[src/rtl/bp_me_burst_rr_arbiter.sv]
// -----------------------------------------------------------------------------
// bp_me_burst_rr_arbiter
//
// Purpose:
//   Merges num_ch_p BP Burst (ready&valid) message streams onto one BP Burst
//   output port. A channel's header is passed through combinationally. If that
//   message carries data, the channel keeps the grant until its last data beat
//   has handshaken. Header and data beats of different messages therefore
//   never interleave on the output. The next message is chosen round-robin.
//
// Build option:
//   BP_ME_BURST_ARB_FIXED_PRIO_EN - when defined, the lowest-index valid
//   channel always wins and no round-robin pointer is built. Grant and hold
//   behaviour are the same as in the default build. When undefined (the
//   default), arbitration is round-robin.
//
// Ports:
//   clk_i                 clock
//   reset_i               synchronous active-high reset
//   header_i              per-channel headers, channel i at [i*header_width_p +: header_width_p]
//   header_v_i            per-channel header valid
//   header_ready_and_o    per-channel header ready (only the selected channel sees downstream ready)
//   has_data_i            per-channel "message carries data beats"
//   data_i                per-channel data beat, channel i at [i*data_width_p +: data_width_p]
//   data_v_i              per-channel data valid
//   data_ready_and_o      per-channel data ready (only the granted channel sees downstream ready)
//   last_i                per-channel last-beat flag
//   header_o              selected header
//   header_v_o            output header valid
//   header_ready_and_i    downstream header ready
//   has_data_o            selected has_data
//   data_o                granted channel data beat
//   data_v_o              output data valid
//   data_ready_and_i      downstream data ready
//   last_o                granted channel last flag
//   grant_id_o            channel currently selected (header phase) or granted (data phase)
// -----------------------------------------------------------------------------
module bp_me_burst_rr_arbiter #(
    parameter  int num_ch_p       = 2,
    parameter  int header_width_p = 64,
    parameter  int data_width_p   = 64,
    localparam int lg_num_ch_lp   = (num_ch_p > 1) ? $clog2(num_ch_p) : 1
) (
    input  logic                               clk_i,
    input  logic                               reset_i,

    input  logic [num_ch_p*header_width_p-1:0] header_i,
    input  logic [num_ch_p-1:0]                header_v_i,
    output logic [num_ch_p-1:0]                header_ready_and_o,
    input  logic [num_ch_p-1:0]                has_data_i,

    input  logic [num_ch_p*data_width_p-1:0]   data_i,
    input  logic [num_ch_p-1:0]                data_v_i,
    output logic [num_ch_p-1:0]                data_ready_and_o,
    input  logic [num_ch_p-1:0]                last_i,

    output logic [header_width_p-1:0]          header_o,
    output logic                               header_v_o,
    input  logic                               header_ready_and_i,
    output logic                               has_data_o,

    output logic [data_width_p-1:0]            data_o,
    output logic                               data_v_o,
    input  logic                               data_ready_and_i,
    output logic                               last_o,

    output logic [lg_num_ch_lp-1:0]            grant_id_o
);

    // e_ready: headers are being arbitrated.
    // e_data : a message with data holds the grant until its last beat.
    typedef enum logic {
        e_ready = 1'b0,
        e_data  = 1'b1
    } state_t;

    state_t                  r_state;
    logic [lg_num_ch_lp-1:0] r_grant;

    logic [lg_num_ch_lp-1:0] w_sel;
    logic                    w_hdr_hs;
    logic                    w_data_last_hs;

`ifndef BP_ME_BURST_ARB_FIXED_PRIO_EN
    logic [lg_num_ch_lp-1:0] r_rr_ptr;

    // Modulo-num_ch_p increment; works for non-power-of-two channel counts.
    function automatic logic [lg_num_ch_lp-1:0] f_next(input logic [lg_num_ch_lp-1:0] p);
        if (int'(p) == num_ch_p - 1) begin
            return '0;
        end else begin
            return p + 1'b1;
        end
    endfunction
`endif

    // -------------------------------------------------------------------------
    // Header selection.
    // Round-robin: scan rr_ptr, rr_ptr+1, ... wrapping at num_ch_p.
    // Fixed priority: scan from channel 0 upward.
    // -------------------------------------------------------------------------
    always_comb begin
        int  idx;
        logic found;
        w_sel = '0;
        found = 1'b0;
        idx   = 0;
        for (int k = 0; k < num_ch_p; k++) begin
`ifdef BP_ME_BURST_ARB_FIXED_PRIO_EN
            idx = k;
`else
            idx = int'(r_rr_ptr) + k;
            if (idx >= num_ch_p) begin
                idx = idx - num_ch_p;
            end
`endif
            if (!found && header_v_i[idx]) begin
                found = 1'b1;
                w_sel = lg_num_ch_lp'(idx);
            end
        end
    end

    // -------------------------------------------------------------------------
    // Output steering. Payloads are muxed unconditionally. Valid and ready
    // bits are forced low while reset is held, so that a message left open
    // does not leak out during the reset cycles. Valids depend only on the
    // inputs' valids and registered state, never on ready inputs.
    // -------------------------------------------------------------------------
    always_comb begin
        header_o           = header_i[w_sel*header_width_p +: header_width_p];
        has_data_o         = has_data_i[w_sel];
        data_o             = data_i[r_grant*data_width_p +: data_width_p];
        last_o             = last_i[r_grant];

        header_v_o         = 1'b0;
        header_ready_and_o = '0;
        data_v_o           = 1'b0;
        data_ready_and_o   = '0;
        grant_id_o         = '0;

        if (!reset_i) begin
            case (r_state)
                e_ready: begin
                    header_v_o                = |header_v_i;
                    header_ready_and_o[w_sel] = header_ready_and_i;
                    grant_id_o                = w_sel;
                end
                e_data: begin
                    data_v_o                    = data_v_i[r_grant];
                    data_ready_and_o[r_grant]   = data_ready_and_i;
                    grant_id_o                  = r_grant;
                end
                default: begin
                    grant_id_o = '0;
                end
            endcase
        end
    end

    // header_v_o is only high in e_ready, and data_v_o is only high in e_data,
    // so these two events are mutually exclusive.
    assign w_hdr_hs       = header_v_o & header_ready_and_i;
    assign w_data_last_hs = data_v_o & data_ready_and_i & last_i[r_grant];

    // -------------------------------------------------------------------------
    // State, grant and round-robin pointer.
    // A header-only message completes on its header handshake, so the pointer
    // moves past it right away. A message with data leaves the pointer alone
    // until its last beat, so the pointer moves once per message.
    // -------------------------------------------------------------------------
    always_ff @(posedge clk_i) begin
        if (reset_i) begin
            r_state  <= e_ready;
            r_grant  <= '0;
`ifndef BP_ME_BURST_ARB_FIXED_PRIO_EN
            r_rr_ptr <= '0;
`endif
        end else begin
            if (w_hdr_hs && has_data_i[w_sel]) begin
                r_grant <= w_sel;
                r_state <= e_data;
            end
            if (w_data_last_hs) begin
                r_state <= e_ready;
            end
`ifndef BP_ME_BURST_ARB_FIXED_PRIO_EN
            if (w_hdr_hs && !has_data_i[w_sel]) begin
                r_rr_ptr <= f_next(w_sel);
            end
            if (w_data_last_hs) begin
                r_rr_ptr <= f_next(r_grant);
            end
`endif
        end
    end

endmodule

[config.mk]
export PLATFORM = sky130hd
export DESIGN_NAME = bp_me_burst_rr_arbiter
export DESIGN_NICKNAME = d
export VERILOG_FILES = /design/src/rtl/bp_me_burst_rr_arbiter.sv
export SDC_FILE = /design/constraint.sdc
export NUM_CORES = 1
export LEC_CHECK = 0
export ABC_AREA = 1
export BUFFER_PORTS_ARGS = -buffer_cell sky130_fd_sc_hd__buf_2
export CAP_MARGIN = 15
export CORE_AREA = 2 2 156 158
export CTS_BUF_LIST = sky130_fd_sc_hd__clkbuf_4
export CTS_CLUSTER_DIAMETER = 60
export DETAILED_ROUTE_END_ITERATION = 12
export DIE_AREA = 0 0 158 160
export GPL_TIMING_DRIVEN = 1
export SYNTH_ARGS = -nofsm -noshare
export SYNTH_HDL_FRONTEND = slang
export SYNTH_SLANG_ARGS = --single-unit
[constraint.sdc]
create_clock -name clk_i -period 1.29 [get_ports clk_i]
set_input_delay 0.0645 -clock clk_i [delete_from_list [all_inputs] [get_ports clk_i]]
set_output_delay 0.0645 -clock clk_i [all_outputs]
set_load 0.01 [all_outputs]
==> flow_metrics.env <==
export IMPL_cap_violations=0
export IMPL_first_pass_iters=4
export IMPL_syn_to_final_growth_pct=219
export IMPL_via_count=4703
export IMPL_core_region_area_sq_um=23800
export IMPL_synth_nets=735
export IMPL_violations="negative setup slack"
export IMPL_holdBufCountCts=0
export IMPL_viasPerCell=3.83
export IMPL_grt_pass1_vias=4078
export IMPL_wl_per_cell_um=15.9
export IMPL_synth_cell_types=13
export IMPL_drt_iter0_drc=215
export IMPL_slew_headroom_pct=84.7
export IMPL_netlist_instances=467
export IMPL_synth_top_family_by_area="simple AND/OR/NAND/NOR gates"
export IMPL_netlist_area_sq_um=1880
export IMPL_period_needed_ps=1500
export IMPL_drv_slew=0
export IMPL_ys_seq_elements=3
export IMPL_cp_start_kind="flip-flop"
export IMPL_max_freq_ghz=0.668
export IMPL_syn_mean_instance_area_sq_um=4.03
export IMPL_cts_root_buf="clkbuf_4"
export IMPL_synthMuxAreaShare_pct=0
export IMPL_initial_core_util_pct=7.89
export IMPL_synthSimpleGateAreaFrac_pct=84.2
export IMPL_dp_cells=1176
export IMPL_clock_latency_ps=240
export IMPL_post_route_drc_count=0
export IMPL_path_class="reg -> out"
export IMPL_routabilityCongestion=0.764
export IMPL_io_buffers=404
export IMPL_nets=1168
export IMPL_drive_above_1_share_pct=66.5
export IMPL_setup_tns_ps=-13370
export IMPL_cts_buffer_depth=2
export IMPL_cp_max_fo=7
export IMPL_cts_sinks=3
export IMPL_grtUsageTotal_pct=10.9
export IMPL_grt_overflow_total=0
export IMPL_fin_crit_sh_pct=116
export IMPL_stdcell_count=1227
export IMPL_yosys_area_share_xor_xnor_pct=0
export IMPL_grt_max_degree=53
export IMPL_final_fill_count=2682
export IMPL_io_pins=405
export IMPL_synth_compound_area_share_pct=1.40
export IMPL_vdd_drop_max_mv=0.237
export IMPL_rsz0062_at_grt="yes"
export IMPL_ys_seq_area_share_pct=3.19
export IMPL_clk_pin_slew_ps=40
export IMPL_cts_buffers=3
export IMPL_die_w_um=158
export IMPL_die_area_sq_um=25300
export IMPL_fin_worst_skew_ps=3.37
export IMPL_drtAntennaViolNets=0
export IMPL_cp_end_kind="primary output"
export IMPL_tritoncts="built"
export IMPL_hpwl_mm=12.0
export IMPL_ys_warn_count=0
export IMPL_finalWorstSetupSlack_ps=-207
export IMPL_power_density_nw_per_um2=454
export IMPL_antenna_found_initial=5
export IMPL_die_height_um=160
export IMPL_wl_mm=19.6
export IMPL_p_total_w=0.00272
export IMPL_synthAdderAreaFrac_pct=0
export IMPL_rows=57
export IMPL_cp_arrival_ps=1430
export IMPL_setup_viol=130
export IMPL_worst_pin_slew_ps=228
export IMPL_hold_viol_final=0
export IMPL_leakagePower_nw=3.67
export IMPL_htree_levels=1
export IMPL_worst_hold_path_type="in -> reg"
export IMPL_worstPathRequired_ps=1230
export IMPL_status="complete, but fails checks"
export IMPL_grt_pass1_wl_mm=20.7
==> path summary, 6_finish.rpt <==
kind              startpoint           end  slack, ps  cells after the start
setup / recovery    r_rr_ptr  header_o[57]       -210                      8
hold / removal     last_i[1]      r_rr_ptr        150                      4
setup reg to reg     r_grant      r_rr_ptr        -20                      8
hold reg to reg      r_state       r_state        600                      4
==> sequential cells by signal, summed over array words and instances, names as in the netlist <==
name / cells
r_state: 1
r_rr_ptr: 1
r_grant: 1
==> metrics by stage <==
step	setup slack, ps	util (%)	cell area, sq um	hold WS [ps]
2_1_floorplan	237	-	1880	180
3_3_place_gp	-9.25	18.0	4290	397
3_5_place_dp	-28.8	18.0	4290	389
4_1_cts	-222	19.9	4740	137
5_1_grt	-279	25.2	6000	176
6_report	-207	25.2	6000	152
==> power breakdown <==
part | internal [W] | switching (W)
clock network | 0.000137 | 0.0000559
registers | 0.0000984 | 0.0000113
logic | 0.00122 | 0.00120
total | 0.00145 | 0.00127
==> cell usage in the layout, fill, tap and decap left out, types with 2 or more instances in the layout <==
cell       netlist  final
buf_8            0      5
dfxtp_2          0      2
buf_16           0      7
inv_2            1      3
nor2_4           0      2
inv_1           11      7
nand3_2          0      3
clkbuf_16        0     16
buf_12           0      6
buf_4           11     12
nor3_2           0      2
buf_2           12    362
nor2_1           7      4
nand3_1          6      3
nand2_1        403    284
buf_6            0     48
clkbuf_4         0      4
a21oi_1          2      2
nand2_2          0     74
nand2_4          0     45
diode_2          0      4
==> cell type report <==
type / instances / area, sq um / area share (%)
timing repair buffer: 456 / 3230 / 53.9
multi-input combinational: 423 / 2190 / 36.5
tap: 324 / 405 / 6.76
sequential: 3 / 66.3 / 1.11
inverter: 12 / 60.1 / 1.00
clock buffer: 4 / 30.0 / 0.501
antenna: 4 / 10.0 / 0.167
timing repair inverter: 1 / 8.76 / 0.146
==> Yosys cell counts <==
| library cell | number | area, sq um |
|---|---|---|
| a21oi_1 | 2 | 10.0 |
| clkbuf_1 | 6 | 22.5 |
| nor3_1 | 3 | 15.0 |
| o21ai_0 | 1 | 5.00 |
| nor2_1 | 7 | 26.3 |
| inv_2 | 1 | 3.75 |
| inv_1 | 11 | 41.3 |
| buf_4 | 11 | 82.6 |
| a21boi_2 | 1 | 11.3 |
| nand2_1 | 403 | 1510 |
| buf_2 | 12 | 60.1 |
| dfxtp_1 | 3 | 60.1 |
| nand3_1 | 6 | 30.0 |
==> worst max-delay path, cell delays in order (launching register included) <==
cell	delay [ps]
dfxtp_2	330
inv_4	50
a21boi_4	180
buf_12	160
buf_16	150
buf_6	110
nand2_1	40
nand2_1	40
buf_2	120
==> per-layer routing <==
| layer | vias up | wire (um) | track usage, % |
|---|---|---|---|
| met4 | 0 | 987 | 7.04 |
| met2 | 318 | 9630 | 20.4 |
| met1 | 2086 | 7330 | 11.1 |
| met5 | - | 0 | 0 |
| met3 | 42 | 1590 | 1.55 |
| li1 | 2257 | - | - |
==> logic make-up (layout without fill, tap and decap cells) <==
family | Yosys count | count (layout)
compound gates | 4 | 4
flops | 3 | 3
buf+inv | 41 | 473
other cells | 0 | 4
simple gates | 419 | 419
==> repair_timing <==
item | CTS | global route
cloned | 6 | 21
hold endpoints to repair | 0 | 0
resized for setup | 61 | 197
buffers inserted | 9 | 10
endpoints found under the setup margin | 84 | 94
pin swaps | 11 | 33
Note: power is estimated with default switching activity, not from simulation.
